===== src/rtl/voice_mixer_pwm.sv =====
// Voice mixer: strobes the voices at the sample rate, sums their offset-binary samples with a
// signed gain shift and saturation, and drives the mixed PCM onto an 8-bit PWM audio pin.
module voice_mixer_pwm #(
    parameter int unsigned NUM_VOICES  = 8,
    parameter int unsigned SAMPLE_DIV  = 2268,
    parameter int unsigned CAPTURE_DLY = 4,
    parameter int unsigned GAIN_SHIFT  = 2
) (
    input  logic                    clk_100mhz,
    input  logic                    rst,
    input  logic [8*NUM_VOICES-1:0] voice_q,
    output logic                    sample_switch,
    output logic                    sample_valid,
    output logic [7:0]              pcm,
    output logic                    pwm_out
);

    localparam int unsigned IdxW     = (NUM_VOICES > 1) ? $clog2(NUM_VOICES) : 1;
    localparam int unsigned NumSlots = 2 ** IdxW;
    localparam int unsigned AccW     = 8 + $clog2(NUM_VOICES) + 1;
    localparam int unsigned DivW     = $clog2(SAMPLE_DIV);

    localparam logic [DivW-1:0]        DivLast = DivW'(SAMPLE_DIV - 1);
    localparam logic [DivW-1:0]        DivHalf = DivW'(SAMPLE_DIV / 2);
    localparam logic [DivW-1:0]        CapAt   = DivW'(CAPTURE_DLY);
    localparam logic [IdxW-1:0]        IdxLast = IdxW'(NUM_VOICES - 1);
    localparam logic signed [AccW-1:0] SatHi   = 127;
    localparam logic signed [AccW-1:0] SatLo   = -128;

    typedef enum logic [1:0] {
        StIdle,
        StAccum,
        StScale,
        StLoad
    } state_e;

    // ------------------------------------------------------------------
    // Sample-rate divider
    // ------------------------------------------------------------------
    logic [DivW-1:0] div_cnt;
    logic [DivW-1:0] div_next;
    logic            running;

    always_comb begin
        div_next = (div_cnt == DivLast) ? '0 : div_cnt + 1'b1;
    end

    // The first edge after reset only raises sample_switch so that the switch is high exactly
    // while div_cnt < SAMPLE_DIV/2 from then on, with the rise landing on div_cnt == 0.
    always_ff @(posedge clk_100mhz or posedge rst) begin
        if (rst) begin
            div_cnt       <= '0;
            running       <= 1'b0;
            sample_switch <= 1'b0;
        end else if (!running) begin
            running       <= 1'b1;
            sample_switch <= 1'b1;
        end else begin
            div_cnt       <= div_next;
            sample_switch <= (div_next < DivHalf);
        end
    end

    // ------------------------------------------------------------------
    // Voice selection and per-voice signed term
    // ------------------------------------------------------------------
    logic [7:0] voices [NumSlots];

    for (genvar g = 0; g < NumSlots; g++) begin : g_voice
        if (g < NUM_VOICES) begin : g_used
            assign voices[g] = voice_q[8*g +: 8];
        end else begin : g_pad
            assign voices[g] = 8'd128;
        end
    end

    logic signed [AccW-1:0] acc;
    logic        [IdxW-1:0] idx;
    logic signed [AccW-1:0] term;
    logic signed [AccW-1:0] shifted;
    logic signed [7:0]      clamped;
    logic signed [7:0]      scaled;
    state_e                 state;

    assign term    = $signed({{(AccW-8){1'b0}}, voices[idx]}) - $signed(AccW'(128));
    assign shifted = acc >>> GAIN_SHIFT;

    always_comb begin
        if (shifted > SatHi) begin
            clamped = 8'sd127;
        end else if (shifted < SatLo) begin
            clamped = -8'sd128;
        end else begin
            clamped = shifted[7:0];
        end
    end

    // ------------------------------------------------------------------
    // Mixing FSM
    // ------------------------------------------------------------------
    always_ff @(posedge clk_100mhz or posedge rst) begin
        if (rst) begin
            state        <= StIdle;
            acc          <= '0;
            idx          <= '0;
            scaled       <= '0;
            pcm          <= 8'd128;
            sample_valid <= 1'b0;
        end else begin
            sample_valid <= 1'b0;
            unique case (state)
                StIdle: begin
                    if (running && div_cnt == CapAt) begin
                        acc   <= '0;
                        idx   <= '0;
                        state <= StAccum;
                    end
                end
                StAccum: begin
                    acc <= acc + term;
                    idx <= idx + 1'b1;
                    if (idx == IdxLast) begin
                        state <= StScale;
                    end
                end
                StScale: begin
                    scaled <= clamped;
                    state  <= StLoad;
                end
                StLoad: begin
                    // Two's complement to offset binary is just an MSB flip.
                    pcm          <= {~scaled[7], scaled[6:0]};
                    sample_valid <= 1'b1;
                    state        <= StIdle;
                end
                default: state <= StIdle;
            endcase
        end
    end

    // ------------------------------------------------------------------
    // PWM output
    // ------------------------------------------------------------------
    logic [7:0] pcnt;
    logic [7:0] duty;

    // Duty reloads only at the wrap so a PWM period never mixes two duty values.
    always_ff @(posedge clk_100mhz or posedge rst) begin
        if (rst) begin
            pcnt    <= 8'd0;
            duty    <= 8'd128;
            pwm_out <= 1'b0;
        end else begin
            pcnt    <= pcnt + 8'd1;
            pwm_out <= (pcnt < duty);
            if (pcnt == 8'd255) begin
                duty <= pcm;
            end
        end
    end

endmodule


===== config.mk =====
export PLATFORM = sky130hd
export DESIGN_NAME = voice_mixer_pwm
export DESIGN_NICKNAME = d
export VERILOG_FILES = /design/src/rtl/voice_mixer_pwm.sv
export SDC_FILE = /design/constraint.sdc
export NUM_CORES = 1
export LEC_CHECK = 0
export BUFFER_PORTS_ARGS = -buffer_cell sky130_fd_sc_hd__buf_2
export CORE_MARGIN = 2
export CORE_UTILIZATION = 45
export DETAILED_ROUTE_END_ITERATION = 6
export PLACE_DENSITY = 0.67
export SYNTH_ARGS = -nofsm -noshare
export SYNTH_HDL_FRONTEND = slang
export SYNTH_SLANG_ARGS = --single-unit

===== constraint.sdc =====
create_clock -name clk_100mhz -period 10.4 [get_ports clk_100mhz]
set_input_delay 1.56 -clock clk_100mhz [delete_from_list [all_inputs] [get_ports clk_100mhz]]
set_output_delay 1.56 -clock clk_100mhz [all_outputs]
set_load 0.02 [all_outputs]

Word level (Yosys, flattened, before mapping). Index checks and enable logic that the tools add are counted.

Bits in latches: 0. Bits of input ports: 66. Output and inout bits: 11. Logic and storage cells: 53. Memories kept: 0. Register bits after elaboration: 65. Memory bits (read-only): 0. Memory bits (writable): 0.

Reduce and logical (&&, ||, !) cells: 5. Shifts and indexed selects: 0. Equal/unequal tests: 9. Div/mod/pow operators: 0. Add/sub/neg operators: 5. $lt $le $gt $ge: 5. Bitwise logic cells: 2. Multipliers: 0. Multiplexer cells: 15.

Operator list (number): 8-bit two-way mux (4); 8-bit binary-select mux with 3-bit select (1); 12-bit two-way mux (2); 12-bit one-hot mux with 2 select lines (1); 12-bit by 1-bit adder with 12-bit output (second input constant) (1); 12-bit by 9-bit adder with 12-bit output (1); 12-bit == test (second input constant) (1); 12-bit by 3-bit == test with 1-bit output (second input constant) (1); 12-bit by 11-bit < comparator with 1-bit output (second input constant) (1); 10-bit by 8-bit > comparator with 1-bit output (second input constant) (1); 10-bit by 8-bit < comparator with 1-bit output (second input constant) (1); 8-bit by 8-bit subtractor with 9-bit output (second input constant) (1); 8-bit by 1-bit adder with 8-bit output (second input constant) (1); 8-bit == test (second input constant) (1); 8-bit < comparator (1); 2-bit one-hot mux with 4 select lines (1); 3-bit one-hot mux with 2 select lines (1); 2-bit == test (second input constant) (2); 4-bit greater-or-equal comparator (second input constant) (1); 2-bit two-way mux (2); 2-bit inequality test (second input constant) (2); 3-bit NOT with 4-bit output (1); 2-bit AND reduction (2); 3-bit by 1-bit adder with 3-bit output (second input constant) (1); 8 further kinds (9).

Longest topological paths before layout.
Depth in word-level cells: 7. Gate-level depth with buffers: 12. Depth with buffers taken out: 10.

Least setup slack after synthesis. No wires, ideal clock.

Kind: input-to-reg. From: in voice_q[56]. To: reg acc[10]. Slack: 6.353 ns. Data arrival time: 3.921 ns. Cell stages on the path: 10. Library setup time: 0.126 ns. Path buffers: 0. Path through: mux4_2 mux2_2 ha_1 fa_1 a21o_1 a21oi_1 o211ai_1 a311oi_1 xor2_1 o21ai_0.

Cells in the longest elaborated chain, start to end: 6.

RTL lines: start: declaration (line 11) `input logic [8*NUM_VOICES-1:0] voice_q,`; 8-bit binary-select mux with 3-bit select (line 85) `assign term = $signed({{(AccW-8){1'b0}}, voices[idx]}) - $signed(AccW'(128));`; 8-bit two-way mux (implied by the code) (2 in series) (line 85); 8-bit by 8-bit subtractor with 9-bit output (line 85); 12-bit by 9-bit adder with 12-bit output (line 120) `acc <= acc + term;`; 12-bit one-hot mux with 2 select lines (line 111) `unique case (state)`; end signal: assignment (line 120); end: declaration (line 77) `logic signed [AccW-1:0] acc;`.

No other way between the ends. The select of a mux whose other input is x is not followed. A chain may end at the register's enable or synchronous reset.

Worst setup path in the final report.
From: in voice_q[24]. To: reg acc[10].

The elaborated chain is that of the path after synthesis.

==> summary.txt <==
Global route
  • GR Overflow Total: 0
  • Total GRT Usage: 18.97%
  • Vias in the first global route: 3,245
  • First-pass GRT wire length: 15,270 um
  • Pin count of the biggest net entering global routing: 66
  • Initial antenna violation count: 0

Synth
  • Synth area leader: dfrtp_1
  • Post-synth top flop: dfrtp_1
  • Syn Area/Cell: 10.45 sq um
  • Async S/R FF share, synth: 100.0%
  • Top cells by count, synth: dfrtp_1, nand2_1, o21ai_0
  • Most frequent cell after synthesis: dfrtp_1
  • Post-synth EDFFs: 0
  • Yosys cell types: 60
  • Yosys top cell area share: 37.43%
  • Yosys reg bits: 65
  • Yosys warning count: 0
  • Mapped Cells: 403
  • Ranking of synthesized cells by area: dfrtp_1, mux4_2, ha_1, mux2_2, o21ai_0
  • Synth Cell Area: 4212 sq um
  • Register area share after synthesis: 38.68%
  • Post-synth net total: 497

Clocking
  • H-tree depth: 3
  • Clk pin slew, worst setup/hold paths: 80 ps
  • Post-CTS Hold Fix Bufs: 0
  • Num CTS Buffers: 9
  • Clk Latency, worst-skew pair: 340 ps
  • CTS tree: built
  • Cts repair resizes: 0
  • Sink Count: 65
  • Post-CTS Setup Bufs: 0
  • CTS Buffer Depth: 2
  • Root Buffer: clkbuf_8

Timing
  • Tcrit/Tclk final: 38.73%
  • Fin Setup TNS: 0 ps
  • Fmax achieved: 248.3 MHz
  • Slew headroom: 36.85%
  • RSZ-0062 raised after global routing: no
  • Max Slew Vio Count: 0
  • Slew @ Worst Pin: 947.2 ps
  • Layout Skew: 13.39 ps
  • Final Critical Period: 4027 ps
  • Setup violations, final: 0
  • Fin. Hold Viols: 0

Route
  • Vias per cell: 5.549
  • Drt wl/cell: 14.63 um
  • Initial DRC Count: 175
  • DR vias: 3,263
  • DRT Wirelength: 8602 um
  • Post-route DRC: 0
  • First drt pass iteration count: 4
  • Post-route ant nets: 0

Layout
  • FF+latch area: 1629 sq um
  • Area delta synth->final: 14.62%
  • Final Util: 52.74%
  • Layout cells sized above 1: 29.98%
  • Multi-input logic area: 2342 sq um
  • Non-Filler Instances: 588
  • FILL cells: 863
  • Post-layout nets: 566
  • # diodes: 0

Floorplanning
  • Die area: 10,150 sq um
  • Chip height: 100.7 um
  • Rows: 35
  • Die W: 100.7 um
  • Io pins: 77
  • Core Region: 9153 sq um
  • Starting density of the core: 46.02%

Power and ir drop
  • Pwr dens: 265.2 nW/um^2
  • Worst VDD drop: 0.1316 mV
  • Leak: 2.186 nW

Critical path
  • Setup crit start kind: primary input
  • CP Data Required Time: 10,610 ps
  • Reg2reg path depth: 10
  • CP Capture Type: flop
  • Critical path type: primary input to flop
  • WP data arrival: 4240 ps
  • CP Max Fanout: 3

Min path
  • Hold Path Stages: 1
  • Hold Crit Class: flop to flop

Placement
  • HPWL Detailed: 6659 um
  • RePlAce Congestion: 0.8689
  • Cells after DPL: 572
  • I/O Buffers: 76

Outcome
  • Status: completed

Run
  • Max-Cap Viols: 0
[kinds of logic (layout without fill, tap and decap cells)]
| kind of cell | Yosys count | after routing | synth area share [%] |
|---|---|---|---|
| AOI/OAI and AO/OA | 99 | 99 | 15.15 |
| xor gates and xnor gates | 19 | 19 | 3.951 |
| adders and majority gates | 28 | 28 | 8.497 |
| buffers and inverters | 47 | 121 | 5.704 |
| DFF | 65 | 65 | 38.68 |
| muxes | 38 | 38 | 14.32 |
| other | 1 | 1 | 0.08904 |
| and+or+nand+nor | 106 | 106 | 13.61 |
[per-layer routing]
metal,part of all wire [%],global-route usage (%)
met5,0,0
met4,0.59,4.742
met3,5.0,4.230
met2,46,30.56
met1,48,26.08
[power by group]
part | total [W] | internal (W) | switching (W)
sequential | 0.000428 | 0.000325 | 0.000103
clock | 0.000237 | 0.000136 | 0.000101
combinational | 0.000615 | 0.000309 | 0.000306
[final timing paths]
kind                                   from            end  slack [ps]
worst max register to register       idx[0]        acc[10]        6580
min in group asynchronous               rst  sample_switch        1460
worst min-delay path              scaled[7]         pcm[7]         460
worst max-delay path            voice_q[24]        acc[10]        6370
worst min register to register    scaled[7]         pcm[7]         460
max in group asynchronous               rst     div_cnt[6]        8420
[sequential cells by signal, indices dropped and copies added, names as in the netlist, 2 cells and up]
name     count
acc         12
pcnt         8
state        2
div_cnt     12
idx          3
duty         8
scaled       8
pcm          8
[final cells by class]
class                           instances  area share (%)
Clock inverter                          6           1.918
Timing Repair Buffer                   78           8.191
Multi-Input combinational cell        291           48.52
Inverter                               27           2.100
Clock buffer                           10           2.644
Tap cell                              111           2.877
Sequential cell                        65           33.75
[metrics by stage]
stage / setup WS [ps] / power [W] / hold WS (ps) / cell area, sq um
2_1_floorplan: 6353 / 0.0009262 / 387.5 / 4212
3_3_place_gp: 6113 / 0.001034 / 409.6 / 4607
3_5_place_dp: 6026 / 0.001053 / 432.0 / 4607
4_1_cts: 6378 / 0.001293 / 449.8 / 4827
5_1_grt: 6206 / 0.001404 / 474.5 / 4827
6_report: 6373 / 0.001280 / 461.0 / 4827
[placed cells by master, fill, tap and decap left out, types with 4 or more instances in the layout]
cell type	netlist	layout
a21o_1	8	8
a21oi_1	13	13
a22o_1	5	5
buf_2	0	76
clkbuf_8	2	9
dfrtp_1	63	63
ha_1	27	27
inv_1	27	26
mux2_2	18	18
mux2i_1	4	4
mux4_2	16	16
nand2_1	39	39
nand2b_1	4	4
nand3_1	11	11
nand4_1	4	4
nor2_1	14	14
nor2b_1	4	4
nor3_1	6	6
o211ai_1	10	10
o21ai_0	39	39
xnor2_1	12	12
xor2_1	7	7
[worst max-delay path, stage by stage]
cell and delay, ps:
buf_2 100, mux4_2 470, mux2_2 280, ha_1 210, fa_1 410, a21o_1 180
a21oi_1 250, o211ai_1 190, a311oi_1 330, xor2_1 170, o21ai_0 90
(Power assumes the default switching activity.)
